### src/rtl/seq_detect_ctrl.sv
// Word-stream to bit-serial programmable pattern detector with saturating match counter and sticky irq.
// Optional macro DET_NONOVERLAP_EN: matching bits are not reused (non-overlapping detection).
module seq_detect_ctrl #(
    parameter int DATA_W  = 8,
    parameter int PAT_MAX = 8,
    parameter int CNT_W   = 16
) (
    input  logic                         clk,
    input  logic                         reset,
    input  logic                         enable,
    input  logic                         clear,
    input  logic [PAT_MAX-1:0]           cfg_pattern,
    input  logic [$clog2(PAT_MAX+1)-1:0] cfg_len,
    input  logic [CNT_W-1:0]             cfg_thresh,
    input  logic                         in_valid,
    input  logic [DATA_W-1:0]            in_data,
    output logic                         in_ready,
    output logic                         det_pulse,
    output logic [CNT_W-1:0]             match_count,
    output logic                         irq,
    output logic                         busy
);

    localparam int LEN_W = $clog2(PAT_MAX + 1);
    localparam int IDX_W = (DATA_W > 1) ? $clog2(DATA_W) : 1;
    localparam logic [LEN_W-1:0] LEN_MAX  = LEN_W'(PAT_MAX);
    localparam logic [IDX_W-1:0] IDX_LAST = IDX_W'(DATA_W - 1);
    localparam logic [CNT_W-1:0] CNT_MAX  = '1;

    typedef enum logic {IDLE, SHIFT} state_t;

    state_t             state_reg, state_next;
    logic [DATA_W-1:0]  shift_reg, shift_next;
    logic [IDX_W-1:0]   bit_idx_reg, bit_idx_next;
    logic [PAT_MAX-1:0] hist_reg, hist_next;
    logic [PAT_MAX-1:0] pat_reg, pat_next;
    logic [LEN_W-1:0]   len_reg, len_next;
    logic [LEN_W-1:0]   fill_reg, fill_next;
    logic [CNT_W-1:0]   count_reg, count_next;
    logic               det_reg, det_next;
    logic               irq_reg, irq_next;

    logic [PAT_MAX-1:0] len_mask;
    logic [PAT_MAX-1:0] hist_shifted;
    logic [LEN_W-1:0]   fill_inc;
    logic [LEN_W-1:0]   cfg_len_eff;
    logic               hit;

    // Only the low len bits of history/pattern take part in the compare.
    generate
        for (genvar gi = 0; gi < PAT_MAX; gi++) begin : g_mask
            assign len_mask[gi] = (gi < int'(len_reg));
        end
    endgenerate

    always_comb begin
        if (cfg_len == '0) begin
            cfg_len_eff = LEN_W'(1);
        end else if (cfg_len > LEN_MAX) begin
            cfg_len_eff = LEN_MAX;
        end else begin
            cfg_len_eff = cfg_len;
        end
    end

    assign hist_shifted = {hist_reg[PAT_MAX-2:0], shift_reg[DATA_W-1]};
    assign fill_inc     = (fill_reg >= LEN_MAX) ? LEN_MAX : fill_reg + LEN_W'(1);
    assign hit          = (fill_inc >= len_reg) && (((hist_shifted ^ pat_reg) & len_mask) == '0);

    always_comb begin
        state_next   = state_reg;
        shift_next   = shift_reg;
        bit_idx_next = bit_idx_reg;
        hist_next    = hist_reg;
        pat_next     = pat_reg;
        len_next     = len_reg;
        fill_next    = fill_reg;
        count_next   = count_reg;
        det_next     = 1'b0;
        irq_next     = irq_reg;
        in_ready     = 1'b0;

        case (state_reg)
            IDLE: begin
                in_ready = enable;
            end
            SHIFT: begin
                in_ready     = enable && (bit_idx_reg == IDX_LAST);
                hist_next    = hist_shifted;
                shift_next   = shift_reg << 1;
                bit_idx_next = bit_idx_reg + IDX_W'(1);
                fill_next    = fill_inc;
                if (hit) begin
                    det_next = 1'b1;
                    if (count_reg != CNT_MAX) begin
                        count_next = count_reg + CNT_W'(1);
                    end
`ifdef DET_NONOVERLAP_EN
                    fill_next = '0;
`endif
                end
                if (bit_idx_reg == IDX_LAST) begin
                    state_next   = IDLE;
                    bit_idx_next = '0;
                end
            end
            default: state_next = IDLE;
        endcase

        // A word offered during clear would be discarded, so refuse it instead.
        if (clear) begin
            in_ready = 1'b0;
        end

        if (in_valid && in_ready) begin
            state_next   = SHIFT;
            shift_next   = in_data;
            bit_idx_next = '0;
            pat_next     = cfg_pattern;
            len_next     = cfg_len_eff;
        end

        irq_next = irq_reg | ((cfg_thresh != '0) && (count_next >= cfg_thresh));

        if (clear) begin
            state_next   = IDLE;
            shift_next   = '0;
            bit_idx_next = '0;
            hist_next    = '0;
            fill_next    = '0;
            count_next   = '0;
            det_next     = 1'b0;
            irq_next     = 1'b0;
        end
    end

    always_ff @(posedge clk or posedge reset) begin
        if (reset) begin
            state_reg   <= IDLE;
            shift_reg   <= '0;
            bit_idx_reg <= '0;
            hist_reg    <= '0;
            pat_reg     <= '0;
            len_reg     <= LEN_W'(1);
            fill_reg    <= '0;
            count_reg   <= '0;
            det_reg     <= 1'b0;
            irq_reg     <= 1'b0;
        end else begin
            state_reg   <= state_next;
            shift_reg   <= shift_next;
            bit_idx_reg <= bit_idx_next;
            hist_reg    <= hist_next;
            pat_reg     <= pat_next;
            len_reg     <= len_next;
            fill_reg    <= fill_next;
            count_reg   <= count_next;
            det_reg     <= det_next;
            irq_reg     <= irq_next;
        end
    end

    assign busy        = (state_reg == SHIFT);
    assign det_pulse   = det_reg;
    assign match_count = count_reg;
    assign irq         = irq_reg;

endmodule

### config.mk
export PLATFORM = sky130hd
export DESIGN_NAME = seq_detect_ctrl
export DESIGN_NICKNAME = d
export VERILOG_FILES = /design/src/rtl/seq_detect_ctrl.sv
export SDC_FILE = /design/constraint.sdc
export NUM_CORES = 1
export LEC_CHECK = 0
export CORE_MARGIN = 3
export CORE_UTILIZATION = 53
export CTS_CLUSTER_SIZE = 28
export DETAILED_ROUTE_END_ITERATION = 10
export HOLD_SLACK_MARGIN = 0.08
export PLACE_DENSITY = 0.88
export SYNTH_ARGS = -nofsm -noshare
export SYNTH_HDL_FRONTEND = slang
export SYNTH_SLANG_ARGS = --single-unit
### constraint.sdc
create_clock -name clk -period 4.5 [get_ports clk]
set_clock_uncertainty 0.1 [all_clocks]
set_input_delay 0.9 -clock clk [delete_from_list [all_inputs] [get_ports clk]]
set_output_delay 0.9 -clock clk [all_outputs]
set_load 0.02 [all_outputs]
# ---- Word level (Yosys, flattened, before mapping)
# Index checks and enable logic that the tools add are counted.
dict set report word_totals {
  regBits 53
}
dict set report classes {
  n_addsub 3
  magnitude_cmp 12
  n_eq_ne 2
  muxes 28
  bitwise_logic 4
  reduce_logical 9
}
# op n
set op_table {}
lappend op_table {{two-way mux 16 bit} 4}
lappend op_table {{two-way mux 8 bit} 3}
lappend op_table {{two-way mux 4 bit} 5}
lappend op_table {{adder 16 x 1 -> 16 bit, second input constant} 1}
lappend op_table {{>= comparator 16 bit} 1}
lappend op_table {{< comparator 3 x 4 -> 1 bit, first input constant} 4}
lappend op_table {{inequality test 16 bit, second input constant} 1}
lappend op_table {{nonzero test 16 bit} 1}
lappend op_table {{two-way mux 7 bit} 2}
lappend op_table {{two-way mux 3 bit} 4}
lappend op_table {{two-way mux 1 bit} 9}
lappend op_table {{AND 8 bit} 1}
lappend op_table {{zero test 8 bit} 1}
lappend op_table {{< comparator 1 x 4 -> 1 bit, first input constant} 2}
lappend op_table {{< comparator 2 x 4 -> 1 bit, first input constant} 2}
lappend op_table {{bitwise XOR 8 bit} 1}
lappend op_table {{adder 4 x 1 -> 4 bit, second input constant} 1}
lappend op_table {{>= comparator 4 bit} 1}
lappend op_table {{>= comparator 4 bit, second input constant} 1}
lappend op_table {{> comparator 4 bit, second input constant} 1}
lappend op_table {{logical AND 1 bit} 4}
lappend op_table {{zero test 4 bit} 1}
lappend op_table {{adder 3 x 1 -> 3 bit, second input constant} 1}
lappend op_table {{equality test 3 bit, second input constant} 1}
lappend op_table {{5 further kinds} 5}

# ---- Longest topological paths before layout
# Gate-level depths: netlist of the first run.
dict set report depth {
  depth_word 10
  depth_mapped 18
  mapped_depth_nobuf 17
}

# ---- Least setup slack after synthesis of the first run
# Ideal clock, no wire load.
dict set report synth_path {
  path_type {register -> register}
  startpoint {register fill_reg[0]}
  endpoint {register irq_reg, in the netlist irq}
  arrival_time_ns 3.581
  t_required_ns 4.261
  path_slack_ns 0.679
  stages_incl_launch_ff 17
  period_less_slack_ns 3.821
  cell_sequence {dfrtp_1 > or2_2 > ha_1 > nand2b_1 > a2111oi_0 > a2111oi_4 > nand2_4 > nor2b_1 > buf_2 > mux2_1 > ha_1 > a31oi_1 > nor2b_1 > a311oi_1 > o31ai_1 > o21ai_0 > a211oi_1}
}
dict set report synth_between {
  elab_chain_cells 10
  word_cells_on_any_way 11
  cone_classes {add/sub: 1; order compare: 3; mux: 4; bitwise: 1; reduce/logical: 2}
}
# item line_no
set synth_lines {}
lappend synth_lines {{start, declared} 38} ;# logic [LEN_W-1:0] fill_reg, fill_next;
lappend synth_lines {{start signal, assigned} 156} ;# fill_reg <= fill_next;
lappend synth_lines {{adder 4 x 1 -> 4 bit or >= comparator 4 bit (tied branches)} 67} ;# assign fill_inc = (fill_reg >= LEN_MAX) ? LEN_MAX : fill_reg + LEN_W'(1);
lappend synth_lines {{two-way mux 4 bit (*)} 67}
lappend synth_lines {{>= comparator 4 bit (*)} 68} ;# assign hit = (fill_inc >= len_reg) && (((hist_shifted ^ pat_reg) & len_mask) == '0);
lappend synth_lines {{logical AND 1 bit (*)} 68}
lappend synth_lines {{two-way mux 16 bit (*)} 93} ;# if (hit) begin
lappend synth_lines {{two-way mux 16 bit (*)} 83} ;# case (state_reg)
lappend synth_lines {{>= comparator 16 bit (*)} 123} ;# irq_next = irq_reg | ((cfg_thresh != '0) && (count_next >= cfg_thresh));
lappend synth_lines {{logical AND 1 bit (*)} 123}
lappend synth_lines {{OR 1 bit (*)} 123}
lappend synth_lines {{two-way mux 1 bit (*)} 125} ;# if (clear) begin
lappend synth_lines {{via irq_next} 41} ;# logic irq_reg, irq_next;
lappend synth_lines {{end signal, assigned} 159} ;# irq_reg <= irq_next;
lappend synth_lines {{end, declared} 41}
# The timed path passes the listed nets; every way through them passes the cells marked *.
# A chain may end at the register's enable or synchronous reset.

# ---- Worst setup path in the final report of the first run
dict set report layout_path {
  startpoint {register fill_reg[3]}
  endpoint {register irq_reg, in the netlist irq}
}
# Same word-level chain as after synthesis.

==> flow_metrics.env, run 1 <==
export IMPL_run_status="finished, final reports clean"
export IMPL_final_util=0.691
export IMPL_layout_cells_non_filler=502
export IMPL_synth_edf_count=0
export IMPL_cts_tree="yes"
export IMPL_cap_violations=0
export IMPL_clkSinkCount=53
export IMPL_worstPathArrival_ns=4.22
export IMPL_setup_viol=0
export IMPL_drc_errors=0
export IMPL_first_pass_iters=4
export IMPL_postSynth_asyncResetShare=1.00
export IMPL_overflow=0
export IMPL_die_h_um=86.7
export IMPL_port_buffers=60
export IMPL_clk_latency_ns=0.31
export IMPL_wl_um=7830
export IMPL_irDropWorstVdd_v=0.000169
export IMPL_slew_headroom=0.262
export IMPL_synth_nets=437
export IMPL_via_per_inst=5.73
export IMPL_p_switching_mw=0.301
export IMPL_synth_ff_type="dfrtp_1"
export IMPL_largest_reg_flops=16
export IMPL_io_pins=61
export IMPL_synthToLayoutAreaGrowth_pct=22.1
export IMPL_clkPwrFrac=0.307
export IMPL_initialDrtViolationCount=158
export IMPL_setup_tns_ns=0
export IMPL_syn_area_mm2=0.00345
export IMPL_required_ns=4.58
export IMPL_p_leak_nw=2.05
export IMPL_fin_area_mm2=0.00421
export IMPL_p_int_mw=0.772
export IMPL_ys_ff_latch=53
export IMPL_worst_path_max_fanout=17
export IMPL_fp_row_count=28
export IMPL_antenna_found_initial=0
export IMPL_wl_per_cell_um=15.6
export IMPL_hold_depth=2
export IMPL_hpwl_um=5750
export IMPL_r2r_cells=15
export IMPL_seqPwrFrac=0.501
export IMPL_start_util=0.566
export IMPL_synthTopCellsByArea="dfrtp_1 38%, ha_1 9.1%, nand2_1 5.7%"
export IMPL_start_kind="flip-flop"
export IMPL_place_congestion=0.943
export IMPL_detailroute_via_count=2878
export IMPL_clockRootBuffer="clkbuf_8"
export IMPL_layout_commonest_cell="clkdlybuf4s50_1"
export IMPL_totalPowerFinal_mw=1.07
export IMPL_end_kind="flip-flop"
export IMPL_synth_distinct_cells=46
export IMPL_drv_slew=0
export IMPL_antenna_cells=0
export IMPL_synth_top_area_share=0.377
export IMPL_clockBufferDepth=2
export IMPL_critPathKind="reg -> reg"
export IMPL_fmaxAchievable_ghz=0.242
export IMPL_cts_setup_buffers=0
export IMPL_combPwrFrac=0.192
export IMPL_grt_pass1_wl_um=13300
export IMPL_ant_nets=0
export IMPL_synthCells=371
export IMPL_ys_seq_area_frac=0.385
export IMPL_first_global_vias=2821
export IMPL_nets=492
export IMPL_hold_viol_final=0
export IMPL_swShare=0.281
export IMPL_dieWidth_um=86.7
export IMPL_hold_class="reg -> reg"
export IMPL_rsz0062_at_grt="no"
export IMPL_worst_pin_slew_ns=1.11
export IMPL_dp_cells=494
export IMPL_synth_area_per_cell_um2=9.30
export IMPL_grt_usage=0.219
export IMPL_design_die_area_mm2=0.00752
export IMPL_min_period_over_period=0.919
export IMPL_coreArea_mm2=0.00610
export IMPL_cts_buffers=5
export IMPL_ys_warn_count=0
export IMPL_finalCriticalPeriod_ns=4.14
export IMPL_htreeDepth=2
export IMPL_grt_max_degree=54
export IMPL_p_per_area_mw_per_mm2=255
export IMPL_post_route_cells_drive_above_1_share=0.0562
export IMPL_clk_pin_slew_worst_paths_ns=0.10
export IMPL_post_synth_top_area_cell="dfrtp_1"
export IMPL_placed_cell_area_mm2=0.00410
export IMPL_final_cell_mix="60 x clkdlybuf4s50_1, 52 x nand2_1, 52 x dfrtp_1"
==> cell families (layout without fill, tap and decap cells) <==
family,after synthesis,after routing,share of synthesized area
AND/OR/NAND/NOR,150,150,0.217
XOR/XNOR,19,19,0.0482
adder cells (fa/ha/maj),25,25,0.0906
buffers and inverters,39,95,0.0450
flip-flops,53,53,0.385
AO/OA/AOI/OAI,52,52,0.113
multiplexers,33,33,0.101
==> power groups by stage <==
stage          clock, mW  sequential, mW  combinational [mW]
6_report           0.330           0.537               0.206
5_1_grt            0.357           0.541               0.230
4_1_cts            0.335           0.537               0.207
3_5_place_dp           0           0.546               0.206
3_3_place_gp           0           0.544               0.200
2_1_floorplan          0           0.539               0.137
==> metal layers <==
| layer | GRT usage | vias up | wire length, µm |
|---|---|---|---|
| met5 | 0 | - | 0 |
| met4 | 0.0567 | 0 | 167 |
| met3 | 0.0333 | 20 | 419 |
| met2 | 0.371 | 108 | 3740 |
| met1 | 0.292 | 1364 | 3500 |
| li1 | - | 1386 | - |
==> Yosys cell counts (all sizes together) (7+ instances only) <==
master	n
nor3	9
o21ai	8
nand2	53
inv	25
nor2b	14
clkbuf	8
mux2i	19
mux2	14
nand4	7
xor2	12
ha	25
nor2	37
dfrtp	52
xnor2	7
a21o	7
a21oi	9
o31ai	9
==> stage by stage <==
stage	worst slack, ns	hold slack (ns)
final	0.363	0.409
after global routing	0.0357	0.437
after CTS	0.281	0.417
after detailed placement	0.294	0.392
after global placement	0.472	0.387
after floorplan	0.679	0.366
==> final cells by class <==
class	instances	area (µm²)
clock inverter	2	38.8
clock buffer	6	72.6
timing repair buffer	62	616
multi-input combinational	279	1970
sequential	53	1330
fill	505	1880
inverter	25	93.8
tap	75	93.8
==> worst paths after layout <==
kind                                         start                  endpoint  slack [ns]
min reg2reg                 pat_reg[6]$_DFFE_PP0P_    pat_reg[6]$_DFFE_PP0P_        0.41
max                        fill_reg[3]$_DFFE_PP0P_             irq$_DFF_PP0_        0.36
max in group asynchronous                    reset  match_count[2]$_DFF_PP0_        2.54
min                         pat_reg[6]$_DFFE_PP0P_    pat_reg[6]$_DFFE_PP0P_        0.41
max reg2reg                fill_reg[3]$_DFFE_PP0P_             irq$_DFF_PP0_        0.36
min in group asynchronous                    reset  shift_reg[5]$_DFFE_PP0P_        1.08
==> critical path, cell delays in order (launching register included) <==
cell and delay (ns):
dfrtp_1 0.47, or2_2 0.30, ha_1 0.26, nand2b_1 0.14, a2111oi_0 0.70, a2111oi_4 0.14
nand2_4 0.24, nor2b_2 0.13, mux2_1 0.33, ha_1 0.29, a31oi_1 0.19, nor2b_1 0.08
a311oi_1 0.25, o31ai_1 0.10, o21ai_0 0.17, a211oi_1 0.10
==> repair_timing <==
| action | CTS | global route |
|---|---|---|
| setup endpoints to repair | 0 | 1 |
| hold buffers | 0 | 0 |
| gates resized for setup | 0 | 1 |
Note: power is estimated with default switching activity, not from simulation.
==> run 2: changes to the inputs <==
Settings changed: HOLD_SLACK_MARGIN 0.08 to 0.12, MAX_ROUTING_LAYER from default to met4.
==> flow_metrics.env, run 2 (same netlist as run 1, synthesis figures left out) <==
export IMPL_run_status="finished, final reports clean"
export IMPL_rsz0062_at_grt="no"
export IMPL_initialDrtViolationCount=158
export IMPL_io_pins=61
export IMPL_required_ns=4.56
export IMPL_start_util=0.566
export IMPL_irDropWorstVdd_v=0.000173
export IMPL_ctsHoldBuffers=0
export IMPL_layout_commonest_cell="clkdlybuf4s50_1"
export IMPL_cp_common_cell="ha_1"
export IMPL_design_die_area_mm2=0.00752
export IMPL_cts_tree="yes"
export IMPL_post_cts_resized=0
export IMPL_critPathKind="reg -> reg"
export IMPL_path_buf_inv=1
export IMPL_slowest_delay_ns=0.68
export IMPL_htreeDepth=2
export IMPL_final_cell_mix="60 x clkdlybuf4s50_1, 52 x nand2_1, 52 x dfrtp_1"
export IMPL_end_kind="flip-flop"
export IMPL_hold_viol_final=0
export IMPL_fin_ws_ns=0.313
export IMPL_setup_tns_ns=0
export IMPL_largest_reg_flops=16
export IMPL_drv_slew=0
export IMPL_clk_pin_slew_worst_paths_ns=0.09
export IMPL_cts_buffers=5
export IMPL_cap_violations=0
export IMPL_slew_headroom=0.274
export IMPL_port_buffers=60
export IMPL_coreArea_mm2=0.00610
export IMPL_fp_row_count=28
export IMPL_hpwl_um=5740
export IMPL_nets=492
export IMPL_min_period_over_period=0.930
export IMPL_cts_setup_buffers=0
export IMPL_drc_errors=0
export IMPL_seqPwrFrac=0.504
export IMPL_wl_per_cell_um=15.1
export IMPL_clockBufferDepth=2
export IMPL_worstPathArrival_ns=4.25
export IMPL_wl_um=7560
export IMPL_clockRootBuffer="clkbuf_8"
export IMPL_placed_cell_area_mm2=0.00410
export IMPL_antenna_cells=0
export IMPL_preCtsSetupSlack_ns=0.216
export IMPL_fmaxAchievable_ghz=0.239
export IMPL_post_route_cells_drive_above_1_share=0.0562
export IMPL_start_kind="flip-flop"
export IMPL_clkSinkCount=53
export IMPL_path_cells="inv_1 -> ha_1 -> nor2b_1 -> ha_1 -> a2111oi_0 -> a2111oi_4 -> nand2_4 -> nor2b_2 -> mux2_1 -> ha_1 -> a31oi_1 -> nor2b_1 -> a311oi_1 -> o31ai_1 -> o21ai_0 -> a211oi_1"
export IMPL_synthToLayoutAreaGrowth_pct=22.0
export IMPL_worst_pin_slew_ns=1.09
export IMPL_n_fill_cell=502
export IMPL_p_int_mw=0.770
export IMPL_p_switching_mw=0.292
export IMPL_critPathTopFamily="compound AO/OA/AOI/OAI gates"
export IMPL_combPwrFrac=0.195
export IMPL_fin_area_mm2=0.00421
export IMPL_grt_pass1_wl_um=13400
export IMPL_clkPwrFrac=0.300
export IMPL_detailroute_via_count=2843
export IMPL_grt_max_degree=54
export IMPL_p_leak_nw=2.05
export IMPL_overflow=0
export IMPL_antenna_found_initial=0
export IMPL_grt_usage=0.227
export IMPL_first_global_vias=2983
export IMPL_die_h_um=86.7
export IMPL_place_congestion=0.957
export IMPL_totalPowerFinal_mw=1.06
export IMPL_dieWidth_um=86.7
export IMPL_swShare=0.275
export IMPL_via_per_inst=5.66
export IMPL_p_per_area_mw_per_mm2=252
export IMPL_cp_slowest_cell="a2111oi_0"
export IMPL_setup_viol=0
export IMPL_first_pass_iters=4
export IMPL_clk_latency_ns=0.31
export IMPL_ant_nets=0
export IMPL_worst_path_max_fanout=17
export IMPL_finalCriticalPeriod_ns=4.19
export IMPL_hold_class="reg -> reg"
## run 2: final timing paths
path / from / endpoint / slack (ns) / cells past startpoint
worst max-delay path: fill_reg[0]$_DFFE_PP0P_ / irq$_DFF_PP0_ / 0.31 / 16
worst min-delay path: pat_reg[2]$_DFFE_PP0P_ / pat_reg[2]$_DFFE_PP0P_ / 0.41 / 2
worst max register to register: fill_reg[0]$_DFFE_PP0P_ / irq$_DFF_PP0_ / 0.31 / 16
worst min register to register: pat_reg[2]$_DFFE_PP0P_ / pat_reg[2]$_DFFE_PP0P_ / 0.41 / 2
max in group asynchronous: reset / match_count[14]$_DFF_PP0_ / 2.54 / 2
min in group asynchronous: reset / shift_reg[5]$_DFFE_PP0P_ / 1.08 / 2
## run 2: metrics by stage
stage	utilization	std cells	hold WS, ns
2_1_floorplan	-	371	0.366
3_3_place_gp	0.672	494	0.389
3_5_place_dp	0.672	494	0.396
4_1_cts	0.690	502	0.418
5_1_grt	0.690	502	0.447
6_report	0.690	502	0.412
## run 2: routing by layer
metal,global-route usage,wire [µm]
met1,0.288,3280
met2,0.374,3710
met3,0.0352,408
met4,0.0708,163
met5,-,0
## run 2: area by class of cell
cell class | instances | area (µm²) | area share
timing repair buffer | 62 | 616 | 0.146
multi-input combinational | 279 | 1970 | 0.468
tap | 75 | 93.8 | 0.0223
clock buffer | 6 | 72.6 | 0.0172
clock inverter | 2 | 35.0 | 0.00832
sequential | 53 | 1330 | 0.315
inverter | 25 | 93.8 | 0.0223
## run 2: power groups by stage
stage	combinational [mW]	clock (mW)	sequential (mW)
6_report	0.208	0.319	0.536
5_1_grt	0.232	0.346	0.541
4_1_cts	0.209	0.325	0.536
3_5_place_dp	0.208	0	0.545
3_3_place_gp	0.201	0	0.544
2_1_floorplan	0.137	0	0.539
## run 2: worst min-delay path, delay by kind of cell, from the launching register on
| family | cells | cell delay (ns) |
|---|---|---|
| DFF | 1 | 0.37 |
| and+or+nand+nor | 2 | 0.12 |
